### config.mk
export PLATFORM = sky130hd
export DESIGN_NAME = float_expand
export DESIGN_NICKNAME = d
export VERILOG_FILES = /design/src/rtl/float_expand.sv
export SDC_FILE = /design/constraint.sdc
export NUM_CORES = 1
export LEC_CHECK = 0
export BUFFER_PORTS_ARGS = -buffer_cell sky130_fd_sc_hd__buf_4
export CAP_MARGIN = 20
export CORE_UTILIZATION = 28
export CTS_BUF_LIST = sky130_fd_sc_hd__clkbuf_8
export DETAILED_ROUTE_END_ITERATION = 6
export MAX_ROUTING_LAYER = met4
export PLACE_DENSITY = 0.67
export SYNTH_ARGS = -nofsm -noshare
export SYNTH_HDL_FRONTEND = slang
export SYNTH_SLANG_ARGS = --single-unit
export TNS_END_PERCENT = 50
### constraint.sdc
create_clock -name clock -period 0.8 [get_ports clock]
set_input_delay 0.04 -clock clock [delete_from_list [all_inputs] [get_ports clock]]
set_output_delay 0.04 -clock clock [all_outputs]
set_load 0.03 [all_outputs]
### src/rtl/float_expand.sv
// rtl/float_expand.sv - widens an IEEE-style float to a format with equal or larger exponent/fraction fields
//
// Purpose: one-cycle registered float widening. Normal, zero, infinity and NaN
// inputs map directly; NaN becomes the canonical quiet NaN. Denormal inputs are
// passed through when the exponent width is unchanged, and are normalized when
// the output exponent is wider. The conversion is always exact.
//
// Ports:
//   clock, reset         - clock; synchronous active-high reset (all outputs 0)
//   in_sign              - input sign
//   in_exponent          - input biased exponent, EXP_IN bits
//   in_fraction          - input fraction, FRAC_IN bits
//   out_sign             - output sign
//   out_exponent         - output biased exponent, EXP_OUT bits
//   out_fraction         - output fraction, FRAC_OUT bits
//   is_inf, is_nan       - input was +/-infinity / NaN
//   is_zero              - input was +/-0
//   is_denormal          - output encoding is denormal
module float_expand #(
  parameter int EXP_IN   = 8,
  parameter int FRAC_IN  = 23,
  parameter int EXP_OUT  = 8,
  parameter int FRAC_OUT = 23
) (
  input  logic                clock,
  input  logic                reset,
  input  logic                in_sign,
  input  logic [EXP_IN-1:0]   in_exponent,
  input  logic [FRAC_IN-1:0]  in_fraction,
  output logic                out_sign,
  output logic [EXP_OUT-1:0]  out_exponent,
  output logic [FRAC_OUT-1:0] out_fraction,
  output logic                is_inf,
  output logic                is_nan,
  output logic                is_zero,
  output logic                is_denormal
);

  localparam int BIAS_IN   = (1 << (EXP_IN - 1)) - 1;
  localparam int BIAS_OUT  = (1 << (EXP_OUT - 1)) - 1;
  localparam int BIAS_DIFF = BIAS_OUT - BIAS_IN;
  localparam int FRAC_PAD  = FRAC_OUT - FRAC_IN;
  localparam int LZ_W      = $clog2(FRAC_IN + 1);

  // A widened exponent must be able to absorb the full normalization shift of
  // the smallest input denormal, otherwise the result could not be exact.
  generate
    if (EXP_OUT < EXP_IN || FRAC_OUT < FRAC_IN) begin : g_bad_width
      $error("float_expand: output fields must be at least as wide as input fields");
    end
    if (EXP_OUT > EXP_IN && BIAS_DIFF < FRAC_IN) begin : g_bad_bias
      $error("float_expand: exponent widening too small to normalize input denormals");
    end
  endgenerate

  logic exp_zero;
  logic exp_ones;
  logic frac_zero;

  assign exp_zero  = (in_exponent == '0);
  assign exp_ones  = &in_exponent;
  assign frac_zero = (in_fraction == '0);

  // Leading-zero count: the highest set bit is the last one to write lz.
  // All-zero fraction yields FRAC_IN; that case is a zero and never normalized.
  logic [LZ_W-1:0] lz;
  always_comb begin
    lz = LZ_W'(FRAC_IN);
    for (int i = 0; i < FRAC_IN; i++) begin
      if (in_fraction[i]) lz = LZ_W'(FRAC_IN - 1 - i);
    end
  end

  // Shifting out the leading one (lz + 1 places) leaves the normalized fraction.
  logic [LZ_W:0]         shift_amount;
  logic [FRAC_IN-1:0]    norm_fraction;
  logic [FRAC_OUT-1:0]   wide_fraction;
  logic [FRAC_OUT-1:0]   wide_norm_fraction;
  logic [FRAC_OUT-1:0]   qnan_fraction;

  assign shift_amount       = {1'b0, lz} + (LZ_W + 1)'(1);
  assign norm_fraction      = in_fraction << shift_amount;
  assign wide_fraction      = FRAC_OUT'(in_fraction) << FRAC_PAD;
  assign wide_norm_fraction = FRAC_OUT'(norm_fraction) << FRAC_PAD;
  assign qnan_fraction      = FRAC_OUT'(1) << (FRAC_OUT - 1);

  logic                next_sign;
  logic [EXP_OUT-1:0]  next_exponent;
  logic [FRAC_OUT-1:0] next_fraction;
  logic                next_inf;
  logic                next_nan;
  logic                next_zero;
  logic                next_denormal;

  always_comb begin
    next_sign     = in_sign;
    next_exponent = EXP_OUT'(in_exponent) + EXP_OUT'(BIAS_DIFF);
    next_fraction = wide_fraction;
    next_inf      = 1'b0;
    next_nan      = 1'b0;
    next_zero     = 1'b0;
    next_denormal = 1'b0;

    if (exp_ones) begin
      next_exponent = '1;
      if (frac_zero) begin
        next_fraction = '0;
        next_inf      = 1'b1;
      end else begin
        // Payload and sign are dropped in favour of the canonical quiet NaN.
        next_sign     = 1'b0;
        next_fraction = qnan_fraction;
        next_nan      = 1'b1;
      end
    end else if (exp_zero) begin
      if (frac_zero) begin
        next_exponent = '0;
        next_fraction = '0;
        next_zero     = 1'b1;
      end else if (EXP_OUT == EXP_IN) begin
        next_exponent = '0;
        next_fraction = wide_fraction;
        next_denormal = 1'b1;
      end else begin
        next_exponent = EXP_OUT'(BIAS_DIFF) - EXP_OUT'(lz);
        next_fraction = wide_norm_fraction;
      end
    end
  end

  always_ff @(posedge clock) begin
    if (reset) begin
      out_sign     <= 1'b0;
      out_exponent <= '0;
      out_fraction <= '0;
      is_inf       <= 1'b0;
      is_nan       <= 1'b0;
      is_zero      <= 1'b0;
      is_denormal  <= 1'b0;
    end else begin
      out_sign     <= next_sign;
      out_exponent <= next_exponent;
      out_fraction <= next_fraction;
      is_inf       <= next_inf;
      is_nan       <= next_nan;
      is_zero      <= next_zero;
      is_denormal  <= next_denormal;
    end
  end

endmodule

Word level (Yosys, flattened, before mapping) --
Cells that the tools add are included.
Storage, ports and cells: bits in registers 36, bits in latches 0, memory bits (writable) 0, memory bits (read-only) 0, output and inout bits 36, logic and storage cells 24, memories 0
Operators by class: add/sub/neg operators 0, multiply operators 0, div/mod/pow operators 0, magnitude comparators 0, equal/unequal tests 0, shift-type cells 0, muxes and demuxes 10, bitwise operators 2, reduce and logical (&&, ||, !) cells 5
Operator list (count):
- 23-bit 2-to-1 mux | 4
- 23-bit zero test | 1
- 8-bit 2-to-1 mux | 2
- 8-bit zero test | 1
- 8-bit AND reduction | 1
- 1-bit 2-to-1 mux | 4
- 3-bit OR reduction | 1
- 1-bit inverter | 2
- 2-bit OR reduction | 1

Depth between registers and ports, before layout --
Gate-level depths: netlist of the first run.
depth after elaboration 4, mapped depth 4, mapped depth without buffers 3

Worst setup path after synthesis of the first run --
No wires, ideal clock.
path type input to register, start point input in_fraction[17], end point register out_fraction[22], library setup time 133 ps, arrival time 645 ps, data required time 667 ps, slack 22 ps, stages 3, path buffers 0, cells stage by stage nor4_2 > and4_2 > a311oi_1
Between the ends: cells in the longest elaborated chain, start to end 4, elaborated cells on any way between the ends 5, classes of those cells mux: 4; reduce/logical: 1
Ends and longest elaborated chain:
- from (decl) | RTL line 29 | input logic [FRAC_IN-1:0] in_fraction,
- 23-bit zero test * | RTL line 62 | assign frac_zero = (in_fraction == '0);
- 23-bit 2-to-1 mux | RTL line 116 | if (frac_zero) begin
- 23-bit 2-to-1 mux | RTL line 115 | end else if (exp_zero) begin
- 23-bit 2-to-1 mux * | RTL line 104 | if (exp_ones) begin
- to (signal assigned) | RTL line 143 | out_fraction <= next_fraction;
- to (decl) | RTL line 32 | output logic [FRAC_OUT-1:0] out_fraction,
Mark *: on every way between the ends. The rest lies on a longest branch, timed or not. A chain may end at the register's enable or synchronous reset.

Worst setup path in the final report of the first run --
start point register out_fraction[2], end point output out_fraction[2]
No word-level cell between the ends.

==> results.toml, run 1 <==
[worst_setup_path]
slowest_delay_ns = 0.33
critPathCaptureType = "output pin"
cp-startpoint = "out_fraction[2]"
cp_max_fo = 1
crit_family = "flip-flops"
worst_setup_path_start_kind = "flop"
critPathKind = "reg -> out"
arrival_ns = 0.74
cp_cell_sequence = "buf_6"
cp_slowest_cell = "dfxtp_2"
crit_buf_inv = 1
cp.required_ns = 0.76

[yosys]
synth_cells = 100
synth_nets = 134
synth-seq-area-share = 0.612
ys_types = 21
syn-cell-area_um2 = 1180
ys_warn_count = 0
syn_avg_cell_area_um2 = 11.8
ys_ff_latch = 36

[route]
routed_wl_um = 3240
via_per_inst = 4.44
drt_iter0_markers = 14
wl_per_cell_um = 13.0
vias = 1111
ant_nets = 0
dr.pass1.iters = 4
remaining_drc_errors = 0

[global_route]
grt-ovfl-total = 0
grt_pass1_wl_um = 4890
grt_start_max_net_pins = 23
track_usage = 0.154
antenna_found_initial = 0
grt_pass1_vias = 1099

[outcome]
status = "finished, final reports clean"

[power_and_ir_drop]
peakVddDrop_uv = 1160
p_leak_nw = 0.974
p_per_area_nw_per_um2 = 1750

[clocking]
clock_path_buffers = 2
cts_tree = "built"
cts_buffers = 5
postCtsSetupRepairBufs = 0
cts_max_level = 2
cts_num_sinks = 36
cts-root-buf = "clkbuf_8"
path_clk_slew_ns = 0.07

[timing]
slew_violations = 0
fmaxAchievable_mhz = 1280
max-slew-margin-rel = 0.784
fin_crit_sh = 0.975
timing.hold.ws_ns = 0.00369
post-route-min-period_ns = 0.780
hold_viol = 0
setup_viol = 0
rsz0062_at_grt = "yes"
worst_pin_slew_ns = 0.322
fin_ws_ns = 0.0196

[finish]
synthToLayoutAreaGrowth_pct = 94.0
fin_nets = 233
layout_common_cells = "35 x buf_4, 34 x buf_6, 28 x dfxtp_2"
fillCellCount = 359
mostFrequentLayoutCell = "buf_4"
drive_above_1_share = 0.585
diodes = 0

[place]
gp_congestion = 0.705
hpwlAfterDp_um = 2250
portBuffers = 69
place_ws_ns = -0.233

[worst_hold_path]
hold_depth = 2
hold_end = "out_exponent[3]"
hold_class = "in -> reg"
hold_start = "in_exponent[3]"

[floorplan]
die_height_um = 66.8
die_w_um = 66.8
start_util = 0.292
rows = 23
die_area_um2 = 4470
io_pins = 70
core_area_um2 = 4030

[job]
maxCapViolCount = 0
Yosys cell counts, drive strengths merged:
cell | n | area, um2
dfxtp | 36 | 721
and2 | 23 | 144
nor2b | 9 | 56.3
nor4 | 7 | 83.8
a21oi | 4 | 31.3
and4 | 3 | 32.5
nand4 | 3 | 18.8
nor3 | 3 | 15.0
buf | 2 | 22.5
nand3 | 2 | 10.0
o21ai | 2 | 10.0
a311oi | 1 | 8.76
clkbuf | 1 | 3.75
inv | 1 | 3.75
nand2 | 1 | 3.75
nor2 | 1 | 3.75
o2111ai | 1 | 8.76
metal layers:
metal  wire length [um]  track usage  vias up
li1                   -            -      541
met1               1220        0.157      525
met2               1800        0.283       41
met3                174       0.0462        4
met4                 37       0.0399        0
met5                  0            -        -
how the worst max path moves through the flow:
| stage | endpoint | slack, ns | depth (start not counted) |
|---|---|---|---|
| 6_report | out_fraction[2] | 0.02 | 1 |
| 5_1_grt | out_fraction[2] | -0.01 | 1 |
| 4_1_cts | out_fraction[11] | 0.0003 | 1 |
| 3_5_place_dp | out_fraction[22] | -0.23 | 4 |
| 2_1_floorplan | out_fraction[22] | 0.02 | 3 |
| 3_3_place_gp | is_zero | -0.20 | 4 |
where the power goes:
group	internal, mW	switching [mW]	total (mW)	leakage (nW)
registers	1.89	0.0375	1.93	0.307
clock network	0.686	0.612	1.30	0.0510
logic	0.410	0.354	0.764	0.616
timing repair:
| action | 4_1_cts | 5_1_grt |
|---|---|---|
| resized for setup | 13 | 53 |
| setup endpoints to repair | 8 | 35 |
| hold buffers | 25 | 0 |
| hold endpoints to repair | 25 | 0 |
| pin swaps | 0 | 2 |
sequential cells by signal, indices dropped and copies added (netlist names):
register,count
out_fraction,23
out_exponent,8
is_denormal,1
is_inf,1
is_nan,1
is_zero,1
out_sign,1
per-stage QoR:
| stage | utilization | instance area (um2) | setup TNS (ns) | power, mW | cells |
|---|---|---|---|---|---|
| 3_5_place_dp | 0.435 | 1750 | -2.71 | 2.55 | 217 |
| 5_1_grt | 0.567 | 2280 | -0.0557 | 4.18 | 250 |
| 2_1_floorplan | - | 1180 | 0 | 2.23 | 100 |
| 4_1_cts | 0.529 | 2130 | 0 | 3.95 | 250 |
| 3_3_place_gp | 0.435 | 1750 | -2.47 | 2.54 | 217 |
| 6_report | 0.567 | 2280 | 0 | 3.99 | 250 |
cells by family after synthesis:
kind of cell           count (synthesis)  synth area share
AO/OA/AOI/OAI                          8            0.0499
buffers and inverters                  4            0.0255
flip-flops                            36             0.612
AND/OR/NAND/NOR                       52             0.312
cell type report:
cell class	count	area (um2)	share of cell area
Timing Repair Buffer	95	916	0.401
Sequential cell	36	756	0.331
Multi-Input combinational cell	60	454	0.199
Clock buffer	6	82.6	0.0361
Tap cell	50	62.6	0.0274
Clock inverter	2	10.0	0.00438
Inverter	1	3.75	0.00164
Power figures use the tool's default switching activity.
==> run 2, diff against run 1 <==
Settings changed: PLACE_DENSITY 0.67 to 0.65.
Clock period 0.8 ns to 1 ns, I/O delays scaled along.
==> run 2 against run 1 <==
Die area unchanged. Worst hold slack gained 0.0040 ns. Highest routed layer unchanged. Sequential share of layout area up 2.0 points. Flip-flop and latch count unchanged. Via count shrank 3.6%. Wire length decreased by 7.1%. Sequential power down 21%. Combinational power down 28%. Critical path depth is the same.
==> results.toml, run 2 (same netlist as run 1, synthesis figures left out) <==
[place]
hpwlAfterDp_um = 2290
place_area_um2 = 1750
gp_congestion = 0.709
portBuffers = 69
place_ws_ns = -0.0455
placedCellCount = 217

[timing]
setup_viol = 0
fin_crit_sh = 0.811
worst_pin_slew_ns = 0.358
timing.hold.ws_ns = 0.00765
max-slew-margin-rel = 0.759
slew_violations = 0
fin_ws_ns = 0.189
fmaxAchievable_mhz = 1230
hold_viol = 0
rsz0062_at_grt = "no"
post-route-min-period_ns = 0.811
setup_tns_ns = 0

[clocking]
cts-root-buf = "clkbuf_8"
path_clk_slew_ns = 0.07
post_cts_resized = 0
cts_tree = "built"
postCtsSetupRepairBufs = 0
cts_num_sinks = 36
cts_buffers = 5
cts_max_level = 2
clock_path_buffers = 2

[finish]
finalNonFillerCells = 246
reg_top3 = "out_fraction: 23 flops, out_exponent: 8 flops"
final_cell_area_um2 = 2050
max_flop_register = "out_fraction"
layout_common_cells = "69 x buf_4, 36 x dfxtp_1, 23 x and2_1"
fin_util = 0.509
diodes = 0
largest_reg_flops = 23
drive_above_1_share = 0.434
synthToLayoutAreaGrowth_pct = 74.3
mostFrequentLayoutCell = "buf_4"
fin_nets = 229

[floorplan]
io_pins = 70
start_util = 0.292
die_area_um2 = 4470
die_height_um = 66.8
rows = 23
die_w_um = 66.8
core_area_um2 = 4030

[global_route]
grt_pass1_wl_um = 4410
grt_start_max_net_pins = 23
antenna_found_initial = 0
grt-ovfl-total = 0
track_usage = 0.138
grt_pass1_vias = 1037

[route]
vias = 1071
remaining_drc_errors = 0
drt_iter0_markers = 19
dr.pass1.iters = 4
routed_wl_um = 3010
ant_nets = 0
wl_per_cell_um = 12.2
via_per_inst = 4.35

[worst_setup_path]
crit_cells = 1
worst_setup_path_start_kind = "flop"
crit_buf_inv = 1
cp_max_fo = 1
crit_family = "flip-flops"
cp_cell_sequence = "buf_4"
critPathKind = "reg -> out"
cp-startpoint = "out_fraction[18]"
arrival_ns = 0.76
slowest_delay_ns = 0.33
cp.required_ns = 0.95
crit_path_end = "out_fraction[18]"
critPathCaptureType = "output pin"
cp_slowest_cell = "dfxtp_1"

[worst_hold_path]
hold_class = "in -> reg"

[power_and_ir_drop]
peakVddDrop_uv = 643
p_leak_nw = 0.917
p_per_area_nw_per_um2 = 1490
total_power_mw = 3.07

[outcome]
status = "finished, final reports clean"

[job]
maxCapViolCount = 0
-- run 2: cell count changes in the layout (fill, tap and decap cells not counted), moves of 4 or more --
cell | before | now
dfxtp_2 | 28 | 0
dlygate4sd3_1 | 25 | 21
buf_4 | 35 | 69
dfxtp_1 | 8 | 36
buf_6 | 34 | 0
-- run 2: metal layers --
metal	GRT usage	vias to the layer above	wire (um)	share of wire
li1	-	532	-	-
met5	-	-	0	0
met1	0.137	483	1150	0.38
met3	0.0565	6	226	0.075
met2	0.239	50	1580	0.53
met4	0.0585	0	52	0.017
-- run 2: cell type report --
class                      instances  area [um2]
sequential                        36         721
tap                               50        62.6
clock inverter                     2        7.51
clock buffer                       6        82.6
multi-input combinational         60         427
fill                             389        1980
inverter                           1        3.75
timing repair buffer              91         748
-- run 2: worst min-delay path by stage --
stage | to | slack (ns) | from | depth (start not counted)
after CTS | out_fraction[9] | 0.003 | in_fraction[9] | 2
after floorplan | out_fraction[0] | 0.17 | in_fraction[0] | 1
final | out_fraction[9] | 0.008 | in_fraction[9] | 2
after detailed placement | out_fraction[12] | 0.27 | in_fraction[12] | 2
after global placement | out_fraction[14] | 0.26 | in_fraction[14] | 2
after global routing | out_fraction[9] | 0.007 | in_fraction[9] | 2
-- run 2: power breakdown --
| part | internal [mW] | switching [mW] | total, mW |
|---|---|---|---|
| registers | 1.50 | 0.0185 | 1.52 |
| logic | 0.275 | 0.272 | 0.547 |
| clock network | 0.540 | 0.456 | 0.997 |
-- run 2: what timing repair did --
action / 4_1_cts / 5_1_grt
hold buffers: 21 / 0
endpoints found under the setup margin: 0 / 0
endpoints found under the hold margin: 21 / 0
==> run 3, diff against run 2 <==
Clock period 1 ns to 0.8 ns, I/O delays scaled along.
==> run 3 against run 2 <==
Final area is 9.8% higher. Largest cell class unchanged. Global-route usage is 1.1 points higher. Clock power is 25% higher. Sequential power is 27% higher. Worst setup slack worse by 0.16 ns. Sequential share of layout area is 1.6 points lower. Combinational power is 37% higher. Largest power group unchanged. Non-clock buffer count is 1 higher. Critical path type unchanged. Power is 28% higher. Utilization is 5.0 points higher. First-iteration DRC count is 53% higher.
==> results.toml, run 3 (same netlist as run 1, synthesis figures left out) <==
[clocking]
path_clk_slew_ns = 0.06
cts_max_level = 2
cts_num_sinks = 36
cts_buffers = 5
cts_tree = "built"
cts-root-buf = "clkbuf_8"
postCtsSetupRepairBufs = 0
clock_path_buffers = 2

[worst_setup_path]
critPathCaptureType = "output pin"
slowest_delay_ns = 0.33
crit_family = "flip-flops"
critPathKind = "reg -> out"
cp_cell_sequence = "buf_6"
crit_cells = 1
arrival_ns = 0.74
crit_path_end = "is_denormal"
cp-startpoint = "is_denormal"
crit_buf_inv = 1
cp_max_fo = 1
cp.required_ns = 0.76
cp_slowest_cell = "dfxtp_1"
worst_setup_path_start_kind = "flop"

[floorplan]
die_w_um = 66.8
die_height_um = 66.8
start_util = 0.292
rows = 23
io_pins = 70
core_area_um2 = 4030
die_area_um2 = 4470

[timing]
fin_ws_ns = 0.0241
setup_tns_ns = 0
hold_viol = 0
slew_violations = 0
rsz0062_at_grt = "yes"
fmaxAchievable_mhz = 1290
max-slew-margin-rel = 0.784
post-route-min-period_ns = 0.776
setup_viol = 0
worst_pin_slew_ns = 0.321
fin_crit_sh = 0.970

[power_and_ir_drop]
total_power_mw = 3.93
seqPwrFrac = 0.491
pwr-share-comb = 0.191
p_switching_mw = 0.965
internal-power_mw = 2.97
peakVddDrop_uv = 880
p_leak_nw = 0.964
switching_share = 0.245
clock_power_share = 0.318
p_per_area_nw_per_um2 = 1750

[global_route]
grt-ovfl-total = 0
grt_pass1_wl_um = 4660
antenna_found_initial = 0
grt_pass1_vias = 1107
grt_start_max_net_pins = 23
track_usage = 0.150

[route]
routed_wl_um = 3170
via_per_inst = 4.43
wl_per_cell_um = 12.8
remaining_drc_errors = 0
dr.pass1.iters = 4
ant_nets = 0
drt_iter0_markers = 29
vias = 1095

[finish]
final_cell_area_um2 = 2250
synthToLayoutAreaGrowth_pct = 91.4
max_flop_register = "out_fraction"
fillCellCount = 379
drive_above_1_share = 0.589
multi_input_area_um2 = 459
mostFrequentLayoutCell = "buf_4"
largest_reg_flops = 23
reg_top3 = "out_fraction: 23 flops, out_exponent: 8 flops"
finalNonFillerCells = 247
diodes = 0
layout_common_cells = "36 x buf_4, 33 x buf_6, 28 x dfxtp_2"
regArea_um2 = 756
fin_nets = 230

[place]
place_area_um2 = 1750
placedCellCount = 217
portBuffers = 69
gp_congestion = 0.709
hpwlAfterDp_um = 2270
place_ws_ns = -0.258

[outcome]
status = "finished, final reports clean"

[job]
maxCapViolCount = 0

[worst_hold_path]
hold_class = "in -> reg"
==> run 3: through the flow <==
step,utilization,hold slack (ns)
after floorplan,-,0.162
after global placement,0.435,0.255
after detailed placement,0.435,0.259
after CTS,0.521,0.00337
after global routing,0.559,0.0108
final,0.559,0.00620
==> run 3: timing repair <==
| action | in CTS | in global routing |
|---|---|---|
| pin swaps | 0 | 3 |
| endpoints found under the hold margin | 22 | 0 |
| resized for setup | 11 | 56 |
| endpoints found under the setup margin | 9 | 34 |
| hold buffers | 22 | 0 |
==> run 3: worst min-delay path by stage <==
| stage | slack (ns) | cells past startpoint | to | startpoint |
|---|---|---|---|---|
| final | 0.006 | 2 | out_exponent[4] | in_exponent[4] |
| after global routing | 0.01 | 2 | out_exponent[4] | in_exponent[4] |
| after CTS | 0.003 | 2 | out_exponent[4] | in_exponent[4] |
| after detailed placement | 0.26 | 2 | out_fraction[13] | in_fraction[13] |
| after global placement | 0.25 | 2 | out_fraction[14] | in_fraction[14] |
| after floorplan | 0.16 | 1 | out_fraction[0] | in_fraction[0] |
==> run 3: cell type report <==
class | instances | share of cell area
Clock inverter | 2 | 0.00333
Multi-Input combinational cell | 60 | 0.204
Tap cell | 50 | 0.0278
Inverter | 1 | 0.00167
Clock buffer | 6 | 0.0366
Timing Repair Buffer | 92 | 0.391
Sequential cell | 36 | 0.335
==> run 3: routing by layer <==
metal | vias to the layer above | GRT usage | wire, um
met1 | 510 | 0.130 | 1080
met5 | - | - | 0
met3 | 5 | 0.0445 | 222
met4 | 0 | 0.0904 | 48
li1 | 532 | - | -
met2 | 48 | 0.280 | 1820
==> run 3: power groups by stage <==
| stage | logic (mW) | registers [mW] | clock network (mW) |
|---|---|---|---|
| 4_1_cts | 0.702 | 1.91 | 1.29 |
| 3_3_place_gp | 0.594 | 1.94 | 0 |
| 3_5_place_dp | 0.608 | 1.94 | 0 |
| 6_report | 0.750 | 1.93 | 1.25 |
| 2_1_floorplan | 0.107 | 2.12 | 0 |
| 5_1_grt | 0.794 | 1.94 | 1.38 |
